<file path="src/rtl/cpld_rommap_ctrl.sv">
// ROM slot-mapping controller: tracks the upper-ROM select register, holds a
// DIP-loaded, key-protected 6-entry bank map and decodes per-16K-bank selects.
module cpld_rommap_ctrl #(
  parameter logic [7:0] CFG_PORT  = 8'hFE,
  parameter logic [7:0] KEY0      = 8'hA5,
  parameter logic [7:0] KEY1      = 8'h5A,
  parameter logic [7:0] LOCK_CODE = 8'hFF
) (
  input  logic       clk,
  input  logic       reset_b,
  input  logic [7:0] adr_hi,
  input  logic       ioreq_b,
  input  logic       wr_b,
  input  logic [7:0] data,
  input  logic [7:0] dip,
  input  logic       adr14_mem,
  output logic [5:0] rom16k_cs,
  output logic       romdis,
  output logic [7:0] romsel_q,
  output logic       cfg_unlocked
);

  typedef enum logic [2:0] {
    ST_INIT     = 3'd0,
    ST_LOCKED   = 3'd1,
    ST_KEY1ST   = 3'd2,
    ST_UNLOCKED = 3'd3,
    ST_GOT_IDX  = 3'd4
  } state_e;

  state_e      state_q, state_d;
  logic        iowr_q;
  logic [7:0]  romsel_d;
  logic [2:0]  idx_q, idx_d;
  logic        low_en_q, low_en_d;
  logic [7:0]  map_q [6];
  logic [7:0]  map_d [6];

  logic        iowr_s;
  logic        wr_evt_s;
  logic        romsel_evt_s;
  logic        cfg_evt_s;
  logic [5:0]  cs_s;

  // First ROM number of the DIP-enabled bank run, chosen by dip[7:6]
  function automatic logic [7:0] dip_base(input logic [1:0] sel);
    logic [7:0] base;
    case (sel)
      2'b00:   base = 8'd1;
      2'b01:   base = 8'd8;
      2'b10:   base = 8'd10;
      2'b11:   base = 8'd0;
      default: base = 8'd0;
    endcase
    return base;
  endfunction

  // A held I/O write produces a single event on its first cycle
  assign iowr_s       = ~ioreq_b & ~wr_b;
  assign wr_evt_s     = iowr_s & ~iowr_q;
  assign romsel_evt_s = wr_evt_s & adr_hi[7] & adr_hi[6] & ~adr_hi[5];
  assign cfg_evt_s    = wr_evt_s & (adr_hi == CFG_PORT);

  // Upper-ROM select register next value
  always_comb begin
    romsel_d = romsel_q;
    if (romsel_evt_s) begin
      romsel_d = data;
    end else begin
      romsel_d = romsel_q;
    end
  end

  // Configuration FSM: DIP load in INIT, then key-protected map editing
  always_comb begin
    state_d  = state_q;
    idx_d    = idx_q;
    low_en_d = low_en_q;
    for (int i = 0; i < 6; i++) begin
      map_d[i] = map_q[i];
    end
    case (state_q)
      ST_INIT: begin
        for (int i = 0; i < 6; i++) begin
          if (dip[i]) begin
            map_d[i] = dip_base(dip[7:6]) + 8'(i);
          end else begin
            map_d[i] = 8'hFF;
          end
        end
        low_en_d = dip[0] & ~dip[7];
        state_d  = ST_LOCKED;
      end
      ST_LOCKED: begin
        if (cfg_evt_s && (data == KEY0)) begin
          state_d = ST_KEY1ST;
        end else begin
          state_d = ST_LOCKED;
        end
      end
      ST_KEY1ST: begin
        if (!cfg_evt_s) begin
          state_d = ST_KEY1ST;
        end else if (data == KEY1) begin
          state_d = ST_UNLOCKED;
        end else begin
          state_d = ST_LOCKED;
        end
      end
      ST_UNLOCKED: begin
        if (!cfg_evt_s) begin
          state_d = ST_UNLOCKED;
        end else if (data == LOCK_CODE) begin
          state_d = ST_LOCKED;
        end else if (data <= 8'd6) begin
          idx_d   = data[2:0];
          state_d = ST_GOT_IDX;
        end else begin
          state_d = ST_UNLOCKED;
        end
      end
      ST_GOT_IDX: begin
        if (cfg_evt_s) begin
          for (int i = 0; i < 6; i++) begin
            if (idx_q == 3'(i)) begin
              map_d[i] = data;
            end else begin
              map_d[i] = map_q[i];
            end
          end
          if (idx_q == 3'd6) begin
            low_en_d = data[0];
          end else begin
            low_en_d = low_en_q;
          end
          state_d = ST_UNLOCKED;
        end else begin
          state_d = ST_GOT_IDX;
        end
      end
      default: begin
        state_d = ST_INIT;
      end
    endcase
  end

  // State, map and select registers
  always_ff @(posedge clk or negedge reset_b) begin
    if (!reset_b) begin
      state_q  <= ST_INIT;
      iowr_q   <= 1'b0;
      romsel_q <= 8'h00;
      idx_q    <= 3'd0;
      low_en_q <= 1'b0;
      for (int i = 0; i < 6; i++) begin
        map_q[i] <= 8'hFF;
      end
    end else begin
      state_q  <= state_d;
      iowr_q   <= iowr_s;
      romsel_q <= romsel_d;
      idx_q    <= idx_d;
      low_en_q <= low_en_d;
      for (int i = 0; i < 6; i++) begin
        map_q[i] <= map_d[i];
      end
    end
  end

  // Bank decode; 8'hFF marks an unused bank and never matches
  always_comb begin
    cs_s = 6'b000000;
    if (!adr14_mem) begin
      cs_s = {5'b00000, low_en_q};
    end else begin
      for (int i = 0; i < 6; i++) begin
        cs_s[i] = (map_q[i] != 8'hFF) && (map_q[i] == romsel_q);
      end
    end
  end

  assign rom16k_cs    = cs_s;
  assign romdis       = |cs_s;
  assign cfg_unlocked = (state_q == ST_UNLOCKED) || (state_q == ST_GOT_IDX);

endmodule

</file>
<file path="config.mk">
export PLATFORM = sky130hd
export DESIGN_NAME = cpld_rommap_ctrl
export DESIGN_NICKNAME = d
export VERILOG_FILES = /design/src/rtl/cpld_rommap_ctrl.sv
export SDC_FILE = /design/constraint.sdc
export NUM_CORES = 1
export LEC_CHECK = 0
export BUFFER_PORTS_ARGS = -buffer_cell sky130_fd_sc_hd__clkbuf_2
export CAP_MARGIN = 20
export CORE_ASPECT_RATIO = 1.4
export CORE_MARGIN = 5
export CORE_UTILIZATION = 55
export DETAILED_ROUTE_END_ITERATION = 16
export GPL_ROUTABILITY_DRIVEN = 0
export GPL_TIMING_DRIVEN = 0
export PLACE_DENSITY = 0.84
export SLEW_MARGIN = 20
export SYNTH_ARGS = -nofsm -noshare
export SYNTH_HDL_FRONTEND = slang
export SYNTH_SLANG_ARGS = --single-unit
export TNS_END_PERCENT = 1
</file>
<file path="constraint.sdc">
create_clock -name clk -period 2.65 [get_ports clk]
set_clock_uncertainty 0.1 [all_clocks]
set_input_delay 0.795 -clock clk [delete_from_list [all_inputs] [get_ports clk]]
set_output_delay 0.795 -clock clk [all_outputs]
set_load 0.02 [all_outputs]
</file>
== Word-level counts from Yosys, hierarchy flattened ==
Cells that the tools add are included.

* $add $sub $neg: 5
* Equality and inequality tests: 37
* Magnitude comparators: 1
* Reduce and logical (&&, ||, !) cells: 21
* Bitwise operators: 13
* Multiplexer cells: 37

{| class="wikitable"
|+ Operators by type and width
! operator !! count
|-
| $mux W8 || 22
|-
| $pmux W48 S2 || 1
|-
| $eq A8 B8 Y1 || 6
|-
| $mux W48 || 1
|-
| $ne A8 B8 Y1 const B || 6
|-
| $pmux W8 S4 || 1
|-
| $eq A8 B8 Y1 const B || 3
|-
| $reduce_and A3 Y1 || 7
|-
| $add A8 B2 Y8 const B || 2
|-
| $add A8 B3 Y8 const B || 2
|-
| $ne A2 B2 Y1 const B || 8
|-
| $pmux W3 S5 || 1
|-
| $eq A3 B2 Y1 const B || 4
|-
| $eq A3 B3 Y1 const B || 4
|-
| $mux W3 || 4
|-
| $add A8 B1 Y8 const B || 1
|-
| $eq A8 B7 Y1 const B || 1
|-
| $le A8 B3 Y1 const B || 1
|-
| $and A1 B1 Y1 || 7
|-
| $logic_and A1 B1 Y1 || 7
|-
| $eq A3 B1 Y1 const B || 2
|-
| $logic_not A3 Y1 || 2
|-
| $mux W2 || 3
|-
| $mux W6 || 1
|-
| 10 further kinds || 17
|}

* Output and inout bits: 16
* Word-level logic and storage cells: 125
* Bits of input ports: 29
* Register bits after elaboration: 64

== Logic depth before layout (Yosys ltp) ==
Gate-level depths: netlist of run 1.

* Depth in word-level cells: 7
* Mapped depth: 7
* Depth with buffers taken out: 5

== Worst setup path after synthesis of run 1 ==
No wires, ideal clock.

* Kind: reg2out
* From: register romsel_q[0]
* To: output romdis
* Setup slack: -0.756 ns
* Path buffers: 1
* Stages on the path, launching flop included: 7
* Arrival time: 2.511 ns
* Cells stage by stage: dfrtp_1 > buf_2 > xnor2_1 > nand3_1 > a2111oi_0 > or4_1 > or3_1

* Word-level cells in the longest chain between the ends: 4

{| class="wikitable"
|+ Ends and longest elaborated chain
! what !! RTL line !! RTL
|-
| start, declared || 19 || <nowiki>output logic [7:0] romsel_q,</nowiki>
|-
| start signal, assigned || 161 || <nowiki>romsel_q <= romsel_d;</nowiki>
|-
| $eq A8 B8 Y1 || 177 || <nowiki>cs_s[i] = (map_q[i] != 8'hFF) && (map_q[i] == romsel_q);</nowiki>
|-
| $logic_and A1 B1 Y1 || 177 ||
|-
| $mux W6 || 173 || <nowiki>if (!adr14_mem) begin</nowiki>
|-
| via rom16k_cs[4] || 17 || <nowiki>output logic [5:0] rom16k_cs,</nowiki>
|-
| $reduce_or A6 Y1 || 183 || <nowiki>assign romdis = |cs_s;</nowiki>
|-
| end, declared || 18 || <nowiki>output logic romdis,</nowiki>
|}

The timed path passes the listed nets, and every way through them passes these cells.

== Worst setup path in the final report of run 1 ==
* From: register map_q[15] (netlist name)
* To: output romdis

* Word-level cells in the longest chain between the ends: 4

{| class="wikitable"
|+ Ends and longest elaborated chain
! what !! RTL line !! RTL
|-
| start, declared || 36 || <nowiki>logic [7:0] map_q [6];</nowiki>
|-
| start signal, assigned by index || 165 || <nowiki>map_q[i] <= map_d[i];</nowiki>
|-
| $ne A8 B8 Y1 / $eq A8 B8 Y1 (equally long branches) || 177 ||
|-
| $logic_and A1 B1 Y1 (*) || 177 ||
|-
| $mux W6 (*) || 173 ||
|-
| $reduce_or A6 Y1 (*) || 183 ||
|}

Mark *: on every way between the ends. The rest lies on a longest branch, timed or not.

==> results of run 1 <==
-- layout make-up --
class                   count  area (sq um)  share of cell area
plain buffers              15           124              0.0262
repair buffers             57           367              0.0775
inverters                   7          26.3             0.00555
clock buffers              11           163              0.0344
well taps                  95           119              0.0251
multi-input cells         276          2220               0.469
flip-flops and latches     64          1670               0.352
clock inverters             5          51.3              0.0108
-- sequential cells by signal (all words and copies together), names as in the netlist --
register / flops
low_en_q: 1
idx_q: 3
map_q: 48
iowr_q: 1
state_q: 3
romsel_q: 8
-- Yosys cell counts, types with 2 or more instances --
| cell | n |
|---|---|
| dfrtp_1 | 16 |
| o211ai_1 | 3 |
| nand3_1 | 8 |
| dfstp_2 | 48 |
| nor4_1 | 5 |
| a31oi_1 | 2 |
| buf_2 | 8 |
| buf_4 | 2 |
| xor2_1 | 7 |
| o21ai_0 | 12 |
| clkbuf_1 | 5 |
| nand2b_1 | 2 |
| nor3_1 | 10 |
| or4_1 | 2 |
| nor2_1 | 45 |
| o22ai_1 | 2 |
| o41ai_2 | 2 |
| mux2_4 | 7 |
| nand2_2 | 3 |
| a211oi_1 | 2 |
| nand4_1 | 18 |
| or3_1 | 3 |
| nand2_1 | 7 |
| a21boi_1 | 3 |
| a21oi_1 | 18 |
| ha_1 | 2 |
| mux2_1 | 25 |
| mux2_2 | 24 |
| inv_1 | 6 |
| xnor2_1 | 39 |
| o21ai_2 | 2 |
| nor4_2 | 3 |
| a21boi_0 | 2 |
-- worst paths after layout --
path / slack (ns) / end / cells after the start / startpoint
worst max-delay path: -0.56 / romdis / 6 / map_q[15]
worst min-delay path: 0.19 / idx_q[2] / 1 / reset_b
worst max register to register: 0.18 / map_q[23] / 6 / state_q[1]
worst min register to register: 0.54 / map_q[45] / 1 / map_q[45]
max in group asynchronous: 1.71 / map_q[5] / 2 / reset_b
min in group clk: 0.54 / map_q[45] / 1 / map_q[45]
-- cells by family (layout without fill, tap and decap cells) --
logic type	after synthesis	count (layout)
and+or+nand+nor	116	116
buffers and inverters	22	95
DFF	64	64
xor gates and xnor gates	46	46
AOI/OAI and AO/OA	55	55
muxes	57	57
adders and majority gates	2	2
-- timing repair --
action | 4_1_cts | 5_1_grt
endpoints found under the setup margin | 7 | 8
resized for setup | 22 | 16
setup buffers | 12 | 0
pin swaps | 13 | 4
endpoints found under the hold margin | 0 | 0
-- where the power goes --
group          switching [mW]  leakage [nW]  total, mW  internal [mW]
clock network           0.377         0.115      0.889          0.512
registers              0.0251         0.686       1.04           1.02
logic                   0.408          1.16      0.729          0.321
total                   0.810          1.96       2.66           1.85
-- routing by layer --
layer | wire length (um) | global-route usage | up-vias
met5 | 0 | 0 | -
met4 | 454 | 0.170 | 0
met3 | 651 | 0.0508 | 39
met2 | 5520 | 0.441 | 136
met1 | 3970 | 0.295 | 1580
li1 | - | - | 1446
==> results.yml, run 1 <==
sta:
  rsz0062_at_grt: "yes"
  drv_slew: 0
  setup_tns_ns: -0.777
  worstMarginPinSlew_ns: 1.15
  period_share: 1.21
  slew_headroom: 0.226
  hold_violations: 0
  fmax_mhz: 311
  period_needed_ns: 3.21
  fin_ws_ns: -0.561
  setup_viol: 6
  whs_ns: 0.195
clock_network:
  numCtsBuffers: 9
  ctsHoldBuffers: 0
  cts.sinks: 64
  cts_root_buf: "clkbuf_8"
  insertion_delay_ns: 0.35
  h-tree-depth: 3
  cts_tree: "built"
  clockBufferDepth: 2
  clk_pin_slew_worst_paths_ns: 0.07
global_routing:
  antenna_found_initial: 0
  grt_max_degree: 57
  grt_pass1_wl_um: 16900
  grt_pass1_vias: 3445
  grt-ovfl-total: 0
  grt.total_usage: 0.260
worst_setup_path:
  cpLargestDelayFamily: "simple AND/OR/NAND/NOR gates"
  max_stage_delay_ns: 0.56
  path_buf_inv: 1
  crit_path_top_delay_cell: "dfstp_2"
  crit_fanout: 3
  start_kind: "register"
  crit_arrival_ns: 2.32
  end_kind: "primary output"
  cp_cell_sequence: "nand4_1, o21ai_2, a2111oi_4, or4_1, or3_4, buf_8"
  path_class: "register to primary output"
  worstPathRequired_ns: 1.76
cells_and_area:
  mostFrequentLayoutCell: "dfstp_2"
  areaGrowthSynthToFinish_pct: 22.2
  n_antenna_cell: 0
  layout_common_cells: "dfstp_2 (48), nor2_1 (45), clkbuf_2 (38)"
  layout.cells.non_filler: 530
  fillers: 535
  final_nets: 461
  drive_gt1_frac: 0.457
  final_area_sq_um: 4730
  utilization: 0.682
floorplanning:
  rows: 36
  pin_count: 45
  dieArea_sq_um: 8850
  core_area_sq_um: 6940
  die_y_um: 109
  die_x_um: 80.9
  start_util: 0.558
route:
  viasPerCell: 6.04
  drc_errors: 0
  wirelength_um: 10600
  ant_nets: 0
  drt-initial-drc-count: 214
  first_pass_iters: 4
  num_vias: 3201
  avgRoutedWirePerCell_um: 20.0
run_status:
  status: "finished with violations"
  violations: "negative setup slack"
power:
  powerDensity_nw_per_um2: 562
  power.leakage_nw: 1.96
  vdd_drop_max_uv: 463
  total_power_mw: 2.66
synth:
  synth_area_per_cell_sq_um: 10.7
  synth-simple-area-share: 0.167
  syn_area_sq_um: 3870
  seq_area_frac_synth: 0.429
  synthXorXnorAreaFrac: 0.104
  yosysUniqueCellTypes: 52
  synthCells: 362
  synth_edf_count: 0
  synth_area_leaders: "dfstp_2 (33%), dfrtp_1 (10%), xnor2_1 (8.8%)"
  synthMuxAreaShare: 0.172
  synth_warnings: 0
  yosysTopAreaCell: "dfstp_2"
  synthArstFlopShare: 1.00
  synthAdderAreaFrac: 0.00646
  synth_top_area_frac: 0.326
  ys_ff_latch: 64
  synth-main-ff-cell: "dfstp_2"
  synth_compound_area_frac: 0.0959
  syn_nets: 393
  synth_top_family_by_area: "multiplexers"
placed_design:
  dp_hpwl_um: 7430
  place_inst: 502
  io_buffers: 44
  place_ws_ns: -0.430
  placed_area_sq_um: 4290
job:
  maxCapViolations: 0
hold_path:
  hold_class: "input port to asynchronous set/reset pin"
(Power assumes the default switching activity.)
==> inputs of run 2 (changes only) <==
==> constraint.sdc (replaced) <==
create_clock -name clk -period 2.65 [get_ports clk]
set_clock_uncertainty 0.1 [all_clocks]
set_input_delay 0 -clock clk [delete_from_list [all_inputs] [get_ports clk]]
set_output_delay 0 -clock clk [all_outputs]
set_load 0.02 [all_outputs]
==> run 2 against run 1 <==
Effect of this change: the run now ends clean; worst setup slack improved by 0.63 ns; wire length increased by 2.1%; cell count increased by 1.7%; final area decreased by 1.9%; global-route usage increased by 0.54 points; sequential share of layout area increased by 0.61 points; count of clock-buffer cells in the layout increased by 3; highest routed layer unchanged.
==> results.yml, run 2 (synthesized netlist as in run 1, its figures left out) <==
global_routing:
  grt_max_degree: 34
  grt-ovfl-total: 0
  antenna_found_initial: 0
  grt.total_usage: 0.266
  grt_pass1_wl_um: 17200
  grt_pass1_vias: 3373
route:
  first_pass_iters: 5
  ant_nets: 0
  num_vias: 3311
  drc_errors: 0
  avgRoutedWirePerCell_um: 20.1
  viasPerCell: 6.14
  drt-initial-drc-count: 316
  wirelength_um: 10800
cells_and_area:
  drive_gt1_frac: 0.383
  multiInputGateArea_sq_um: 2130
  regArea_sq_um: 1660
  largestRegisters: "map_q x48, romsel_q x8"
  mostFrequentLayoutCell: "dfstp_2"
  areaGrowthSynthToFinish_pct: 19.8
  final_area_sq_um: 4640
  utilization: 0.669
  n_antenna_cell: 0
  fillers: 530
  regMostFlops: "map_q"
  layout_common_cells: "dfstp_2 (48), nor2_1 (45), clkbuf_2 (43)"
  final_nets: 471
  largest_reg_flops: 48
hold_path:
  hold_class: "input port to asynchronous set/reset pin"
sta:
  fmax_mhz: 387
  drv_slew: 0
  fin_ws_ns: 0.0679
  worstMarginPinSlew_ns: 1.06
  hold_violations: 0
  period_share: 0.974
  rsz0062_at_grt: "no"
  period_needed_ns: 2.58
  setup_viol: 0
  setup_tns_ns: 0
  slew_headroom: 0.286
job:
  maxCapViolations: 0
floorplanning:
  core_area_sq_um: 6940
  pin_count: 45
  die_y_um: 109
  die_x_um: 80.9
  rows: 36
  start_util: 0.558
  dieArea_sq_um: 8850
run_status:
  status: "finished, final reports clean"
clock_network:
  clk_pin_slew_worst_paths_ns: 0.06
  numCtsBuffers: 9
  postCtsSetupBuffers: 0
  cts.sinks: 64
  h-tree-depth: 3
  cts_root_buf: "clkbuf_8"
  cts_tree: "built"
  insertion_delay_ns: 0.35
  clockBufferDepth: 2
power:
  powerDensity_nw_per_um2: 522
  power.leakage_nw: 1.92
  power.internal_mw: 1.66
  p_switching_mw: 0.766
  sw_frac_of_total: 0.316
  vdd_drop_max_uv: 390
  pwr-share-seq: 0.426
  comb_power_share: 0.268
  p_clk_frac: 0.306
  total_power_mw: 2.42
worst_setup_path:
  crit_arrival_ns: 2.48
  path_class: "register to primary output"
  start_kind: "register"
  end_kind: "primary output"
  crit_fanout: 3
  worstPathRequired_ns: 2.55
placed_design:
  io_buffers: 44
  dp_hpwl_um: 7710
  placed_area_sq_um: 4260
  place_ws_ns: 0.0121
## run 2: changes by cell type in the layout (fill, tap and decap cells not counted), moves of 3 or more
cell	change
dlygate4sd3_1	+20
buf_4	-13
buf_6	-6
clkbuf_1	+5
clkbuf_2	+5
buf_2	+4
dfrtp_1	+3
dfrtp_2	-3
xnor2_1	+3
xnor2_2	-3
## run 2: area by class of cell
| type | instances | area share |
|---|---|---|
| clock inverters | 1 | 0.00108 |
| flip-flops and latches | 64 | 0.358 |
| clock buffers | 14 | 0.0350 |
| well taps | 95 | 0.0256 |
| plain buffers | 15 | 0.0164 |
| multi-input cells | 276 | 0.460 |
| repair buffers | 67 | 0.0987 |
| inverters | 7 | 0.00566 |
## run 2: path summary, 6_finish.rpt
check                           startpoint         end  slack, ns  cells after the start
worst max-delay path             map_q[15]      romdis       0.07                      6
worst min-delay path               reset_b    low_en_q       0.07                      2
worst max register to register  state_q[1]   map_q[30]       0.17                      7
worst min register to register   map_q[23]   map_q[23]       0.53                      1
max in group asynchronous          reset_b    map_q[2]       1.78                      3
min in group clk                      wr_b  state_q[2]       0.11                      4
## run 2: repair_timing
action / in CTS / in global routing
hold buffers: 20 / 0
setup endpoints to repair: 2 / 2
gates resized for setup: 2 / 3
hold endpoints to repair: 66 / 0
## run 2: power by group through the flow
stage                     Clock [mW]  Combinational (mW)  Sequential, mW
after floorplan                    0               0.358            1.08
after detailed placement           0               0.615            1.05
after global placement             0               0.593            1.05
after CTS                      0.759               0.644            1.03
after global routing           0.802               0.692            1.04
final                          0.743               0.650            1.03
## run 2: routing by layer
| metal | vias to the layer above | share of wire | global-route usage |
|---|---|---|---|
| li1 | 1469 | - | - |
| met1 | 1613 | 0.37 | 0.313 |
| met2 | 184 | 0.50 | 0.442 |
| met3 | 45 | 0.080 | 0.0615 |
| met4 | 0 | 0.049 | 0.149 |
| met5 | - | 0 | 0 |
## run 2: worst max-delay path: stages, from the launching register on
cell	delay, ns
dfstp_2	0.55
nand4_1	0.09
o21ai_0	0.22
a2111oi_2	0.15
or4_1	0.59
or3_1	0.36
clkbuf_2	0.17
## run 2: stage by stage
stage | instances | hold slack [ns]
final | 539 | 0.0678
after global routing | 539 | 0.110
after CTS | 539 | 0.0594
after detailed placement | 504 | -0.101
after global placement | 501 | 0.100
after floorplan | 362 | -0.396
